===== config.mk =====
export PLATFORM = sky130hd
export DESIGN_NAME = mem_port_arbiter
export DESIGN_NICKNAME = d
export VERILOG_FILES = /design/src/rtl/cpu_mem_pkg.sv /design/src/rtl/arb_starve_ctr.sv /design/src/rtl/mem_port_arbiter.sv
export SDC_FILE = /design/constraint.sdc
export NUM_CORES = 1
export LEC_CHECK = 0
export BUFFER_PORTS_ARGS = -buffer_cell sky130_fd_sc_hd__buf_2
export CORE_MARGIN = 4
export CORE_UTILIZATION = 40
export DETAILED_ROUTE_END_ITERATION = 8
export PLACE_DENSITY_LB_ADDON = 0.3
export SYNTH_ARGS = -nofsm -noshare
export SYNTH_HDL_FRONTEND = slang
export SYNTH_SLANG_ARGS = --single-unit

===== constraint.sdc =====
create_clock -name clk_i -period 4.83 [get_ports clk_i]
set_input_delay 1.449 -clock clk_i [delete_from_list [all_inputs] [get_ports clk_i]]
set_output_delay 1.449 -clock clk_i [all_outputs]
set_load 0.02 [all_outputs]

===== src/rtl/cpu_mem_pkg.sv =====
// Shared types and defaults for the IF/MEM memory port arbiter.
package cpu_mem_pkg;

    localparam int unsigned ADDR_W_DEF = 32;
    localparam int unsigned DATA_W_DEF = 32;

    // Arbiter FSM states.
    typedef enum logic [1:0] {
        StIdle   = 2'd0,
        StBusyIf = 2'd1,
        StBusyDm = 2'd2,
        StResp   = 2'd3
    } arb_state_e;

    // Owner of the port for the transaction being granted.
    typedef enum logic {
        OwnIf = 1'b0,
        OwnDm = 1'b1
    } owner_e;

endpackage


===== src/rtl/arb_starve_ctr.sv =====
// Saturating count of consecutive data grants made while a fetch waits.
// at_limit_o tells the arbiter to hand the next grant to fetch.
module arb_starve_ctr #(
    parameter int unsigned LIMIT = 4
) (
    input  logic clk_i,
    input  logic rst_i,
    input  logic inc_i,
    input  logic clr_i,
    output logic at_limit_o
);

    localparam int unsigned CntW = $clog2(LIMIT + 1);
    localparam logic [CntW-1:0] LimitVal = CntW'(LIMIT);

    logic [CntW-1:0] cnt_q, cnt_d;

    // Next count: clear wins over increment, saturate at the limit.
    always_comb begin
        cnt_d = cnt_q;
        if (clr_i) begin
            cnt_d = '0;
        end else if (inc_i && (cnt_q != LimitVal)) begin
            cnt_d = cnt_q + CntW'(1);
        end
    end

    // Count register.
    always_ff @(posedge clk_i) begin
        if (rst_i) begin
            cnt_q <= '0;
        end else begin
            cnt_q <= cnt_d;
        end
    end

    assign at_limit_o = (cnt_q == LimitVal);

endmodule


===== src/rtl/mem_port_arbiter.sv =====
// Shares one single-ported, variable-latency memory between instruction fetch
// and the data stage. Data wins by default; defining MEM_ARB_FAIR_EN adds a
// starvation counter that forces a fetch grant after STARVE_LIMIT data grants.
module mem_port_arbiter
    import cpu_mem_pkg::*;
#(
    parameter int unsigned ADDR_W       = ADDR_W_DEF,
    parameter int unsigned DATA_W       = DATA_W_DEF,
    parameter int unsigned STARVE_LIMIT = 4
) (
    input  logic              clk_i,
    input  logic              rst_i,
    input  logic              start_i,
    input  logic              if_req_i,
    input  logic [ADDR_W-1:0] if_addr_i,
    output logic [DATA_W-1:0] if_rdata_o,
    output logic              if_ack_o,
    input  logic              dm_req_i,
    input  logic              dm_we_i,
    input  logic [ADDR_W-1:0] dm_addr_i,
    input  logic [DATA_W-1:0] dm_wdata_i,
    output logic [DATA_W-1:0] dm_rdata_o,
    output logic              dm_ack_o,
    output logic              mem_req_o,
    output logic              mem_we_o,
    output logic [ADDR_W-1:0] mem_addr_o,
    output logic [DATA_W-1:0] mem_wdata_o,
    input  logic [DATA_W-1:0] mem_rdata_i,
    input  logic              mem_ready_i,
    output logic              stall_o,
    output logic              busy_o
);

    arb_state_e        state_q, state_d;
    logic              mem_req_q, mem_req_d;
    logic              mem_we_q, mem_we_d;
    logic [ADDR_W-1:0] mem_addr_q, mem_addr_d;
    logic [DATA_W-1:0] mem_wdata_q, mem_wdata_d;
    logic [DATA_W-1:0] if_rdata_q, if_rdata_d;
    logic [DATA_W-1:0] dm_rdata_q, dm_rdata_d;
    logic              if_ack_q, if_ack_d;
    logic              dm_ack_q, dm_ack_d;

    logic   grant_fire;
    logic   fair_force;
    owner_e grant_owner;

    assign grant_owner = (dm_req_i && !fair_force) ? OwnDm : OwnIf;
    assign grant_fire  = (state_q == StIdle) && start_i && (if_req_i || dm_req_i);

`ifdef MEM_ARB_FAIR_EN
    localparam int unsigned CtrLimit = (STARVE_LIMIT == 0) ? 1 : STARVE_LIMIT;

    logic ctr_inc;
    logic ctr_clr;
    logic at_limit;

    // Any grant that is not a data grant over a waiting fetch breaks the streak.
    assign ctr_inc = grant_fire && (grant_owner == OwnDm) && if_req_i;
    assign ctr_clr = grant_fire && !ctr_inc;

    arb_starve_ctr #(
        .LIMIT(CtrLimit)
    ) u_starve_ctr (
        .clk_i     (clk_i),
        .rst_i     (rst_i),
        .inc_i     (ctr_inc),
        .clr_i     (ctr_clr),
        .at_limit_o(at_limit)
    );

    assign fair_force = at_limit && if_req_i;
`else
    assign fair_force = 1'b0;
`endif

    // Next-state and registered-output logic; mem_* only change at grant or completion.
    always_comb begin
        state_d     = state_q;
        mem_req_d   = mem_req_q;
        mem_we_d    = mem_we_q;
        mem_addr_d  = mem_addr_q;
        mem_wdata_d = mem_wdata_q;
        if_rdata_d  = if_rdata_q;
        dm_rdata_d  = dm_rdata_q;
        if_ack_d    = 1'b0;
        dm_ack_d    = 1'b0;

        case (state_q)
            StIdle: begin
                if (grant_fire) begin
                    mem_req_d = 1'b1;
                    if (grant_owner == OwnDm) begin
                        state_d     = StBusyDm;
                        mem_we_d    = dm_we_i;
                        mem_addr_d  = dm_addr_i;
                        mem_wdata_d = dm_wdata_i;
                    end else begin
                        state_d     = StBusyIf;
                        mem_we_d    = 1'b0;
                        mem_addr_d  = if_addr_i;
                        mem_wdata_d = '0;
                    end
                end
            end
            StBusyIf: begin
                if (mem_ready_i) begin
                    state_d    = StResp;
                    mem_req_d  = 1'b0;
                    if_rdata_d = mem_rdata_i;
                    if_ack_d   = 1'b1;
                end
            end
            StBusyDm: begin
                if (mem_ready_i) begin
                    state_d   = StResp;
                    mem_req_d = 1'b0;
                    mem_we_d  = 1'b0;
                    // Stores leave the last load value visible.
                    if (!mem_we_q) begin
                        dm_rdata_d = mem_rdata_i;
                    end
                    dm_ack_d = 1'b1;
                end
            end
            // Held requests are ignored here so a completed one is never re-granted.
            StResp: begin
                state_d = StIdle;
            end
            default: begin
                state_d = StIdle;
            end
        endcase
    end

    // State and output registers; reset abandons any in-flight access.
    always_ff @(posedge clk_i) begin
        if (rst_i) begin
            state_q     <= StIdle;
            mem_req_q   <= 1'b0;
            mem_we_q    <= 1'b0;
            mem_addr_q  <= '0;
            mem_wdata_q <= '0;
            if_rdata_q  <= '0;
            dm_rdata_q  <= '0;
            if_ack_q    <= 1'b0;
            dm_ack_q    <= 1'b0;
        end else begin
            state_q     <= state_d;
            mem_req_q   <= mem_req_d;
            mem_we_q    <= mem_we_d;
            mem_addr_q  <= mem_addr_d;
            mem_wdata_q <= mem_wdata_d;
            if_rdata_q  <= if_rdata_d;
            dm_rdata_q  <= dm_rdata_d;
            if_ack_q    <= if_ack_d;
            dm_ack_q    <= dm_ack_d;
        end
    end

    assign mem_req_o   = mem_req_q;
    assign mem_we_o    = mem_we_q;
    assign mem_addr_o  = mem_addr_q;
    assign mem_wdata_o = mem_wdata_q;
    assign if_rdata_o  = if_rdata_q;
    assign dm_rdata_o  = dm_rdata_q;
    assign if_ack_o    = if_ack_q;
    assign dm_ack_o    = dm_ack_q;
    assign busy_o      = (state_q != StIdle);
    assign stall_o     = (if_req_i && !if_ack_q) || (dm_req_i && !dm_ack_q);

endmodule


==> qor.yml <==
status: "finished clean"
leakagePower_nw: 3.386
slowest_stage: "buf_2"
drive_gt1_frac: 0.4029
relSlewSlack: 0.2384
wirelength_mm: 14.16
power_density_nw_per_um2: 518.4
core_um2: 12770
grt_antenna_before_repair: 1
fmax_mhz: 293.1
post-cts-setup-buffer-count: 0
grt_max_degree: 67
maxCapViolations: 0
hp-class: "reg2reg"
routed_via_density: 4.760
layout.nets: 965
final_hold_viol_count: 0
dieArea_um2: 15070
wl_per_cell_um: 14.01
worst_ep_required_time_ns: 3.38
ys_seq_elements: 134
via_count: 4812
grt.met1_usage: 0.2225
endpoint_kind: "output pin"
syn_area_um2: 5270
worst_clock_skew_ns: 0.007486
fill_cells: 1206
syn_nets: 718
final_max_slew_viol_count: 0
numCtsBuffers: 17
grt_overflow: 0
area_delta_synth_final_pct: 37.82
rsz0062_at_grt: "false"
finalSetupViolCount: 0
clk_latency_ns: 0.41
cpPeakStageDelay_ns: 0.20
timing.final.crit_period_ns: 3.412
crit_chain: "buf_2, inv_1, o22ai_1, buf_2"
syn_area_per_cell_um2: 9.102
critical_path_class: "in2out"
fp.dieH_um: 122.8
die_w_um: 122.8
crit_top_cell: "buf_2"
dpl.hpwl_mm: 10.08
grtUsageMet3: 0.05945
worstSetupStartpointType: "input port"
drt_iter0_markers: 327
setup_tns_ns: 0
path_clk_slew_ns: 0.06
post-route-util: 0.5686
placementRows: 41
ys_seq_area_frac: 0.5090
clockRootBuffer: "clkbuf_16"
io_buffers: 268
grt_pass1_wl_mm: 21.67
drc: 0
cp_max_fo: 4
yosys.cell_types.count: 32
cts_tree: "done"
cts_hold_buf: 0
place_congestion: 0.7703
diodes: 0
peakVddDrop_v: 0.0002147
cts_resized: 0
met2_usage: 0.2825
floorplan.initialDensity: 0.4126
grt_use_total: 0.1813
antenna_left: 0
cts_buffer_depth: 2
cts_max_level: 4
netlist_instances: 579
pin_count: 269
yosys_warnings: 0
drt-pass1-iter-count: 5
first_global_vias: 4392
clock-sinks: 134
fin_crit_sh: 0.7065
cp_data_arrival_time_ns: 1.96
gr-max-usage-layer: "met2"
p_total_mw: 3.766
tightest_slew_ns: 1.140
holdWs_ns: 0.4496
## power by group
part	total, mW	internal, mW	switching, mW
clock network	1.45	0.983	0.470
logic	0.963	0.342	0.621
registers	1.35	1.27	0.0787
## cells by family (layout without fill, tap and decap cells)
group | after synthesis | count (layout) | synth area share
and+or+nand+nor | 208 | 208 | 0.1531
AOI/OAI and AO/OA | 144 | 144 | 0.2030
DFF | 134 | 134 | 0.5090
buffers and inverters | 56 | 316 | 0.06268
muxes | 33 | 33 | 0.06268
adders and majority gates | 4 | 4 | 0.009497
## Yosys cell counts
library cell	instances	area (µm²)
buf_4	5	37.54
nand4_1	1	6.260
nor2_1	66	247.7
and3_1	2	12.51
o21ai_1	1	5.000
a211oi_1	2	15.01
a22oi_1	32	240.2
mux2i_1	33	330.3
ha_1	4	50.05
o211a_4	1	17.52
a31oi_1	1	6.260
clkbuf_2	1	5.000
buf_6	10	112.6
clkbuf_1	12	45.04
nand3b_1	1	7.510
a21oi_1	65	325.3
inv_1	7	26.28
a211oi_2	30	375.4
buf_1	1	3.750
o22ai_1	1	6.260
a22o_1	1	8.760
dfxtp_1	134	2683
nor2b_1	1	6.260
buf_2	20	100.1
o211ai_1	4	30.03
and3b_1	1	8.760
o21ai_0	3	15.01
nand2_1	133	499.2
nand2b_1	1	6.260
o221ai_1	2	17.52
a21boi_0	1	7.510
and2_1	2	12.51
## per-stage QoR
| step | std cells | area (µm²) | setup WS (ns) |
|---|---|---|---|
| 3_5_place_dp | 979 | 6593 | 1.408 |
| 4_1_cts | 1011 | 7263 | 1.404 |
| 3_3_place_gp | 979 | 6593 | 1.417 |
| 5_1_grt | 1011 | 7263 | 1.373 |
| 6_report | 1011 | 7263 | 1.418 |
| 2_1_floorplan | 579 | 5270 | 1.274 |
## worst max-delay path, delay by kind of cell
| family | cells | cell delay [ns] |
|---|---|---|
| buffers and inverters | 3 | 0.36 |
| AO/OA/AOI/OAI | 1 | 0.15 |
## flip-flops by register name (all words and copies together) (netlist names)
signal       count
dm_rdata_o      32
if_rdata_o      32
mem_addr_o      32
mem_wdata_o     32
state_q          2
dm_ack_o         1
if_ack_o         1
mem_req_o        1
mem_we_o         1
## path summary, 6_finish.rpt
kind	from	to	depth (start not counted)	slack, ns
worst max-delay path	if_req_i	stall_o	4	1.42
worst min-delay path	if_rdata_o[25]	if_rdata_o[25]	2	0.45
worst max register to register	state_q[0]	mem_addr_o[13]	5	2.83
worst min register to register	if_rdata_o[25]	if_rdata_o[25]	2	0.45
## layout by cell type, fill, tap and decap left out, drive strengths merged, types with 2 or more instances in the layout
| cell | n |
|---|---|
| nor2 | 66 |
| a21oi | 65 |
| o21ai | 4 |
| clkbuf | 20 |
| o211ai | 4 |
| nand2 | 133 |
| a22oi | 32 |
| buf | 277 |
| dfxtp | 134 |
| and2 | 2 |
| and3 | 2 |
| a211oi | 32 |
| o221ai | 2 |
| inv | 8 |
| mux2i | 33 |
| bufinv | 6 |
| clkinv | 4 |
| ha | 4 |
## cell type report
type | instances | area, µm² | share of cell area
tap | 172 | 215.2 | 0.02963
clock inverter | 12 | 224.0 | 0.03084
multi-input combinational | 389 | 2257 | 0.3108
clock buffer | 20 | 446.7 | 0.06150
inverter | 7 | 26.28 | 0.003618
sequential | 134 | 2683 | 0.3693
timing repair buffer | 277 | 1411 | 0.1943
## metal layers
| metal | wire length (µm) | part of all wire | vias up |
|---|---|---|---|
| met2 | 6774 | 0.48 | 180 |
| met5 | 7 | 0.00049 | - |
| met4 | 414 | 0.029 | 2 |
| li1 | - | - | 2456 |
| met3 | 1173 | 0.083 | 31 |
| met1 | 5795 | 0.41 | 2143 |
(Power assumes the default switching activity.)
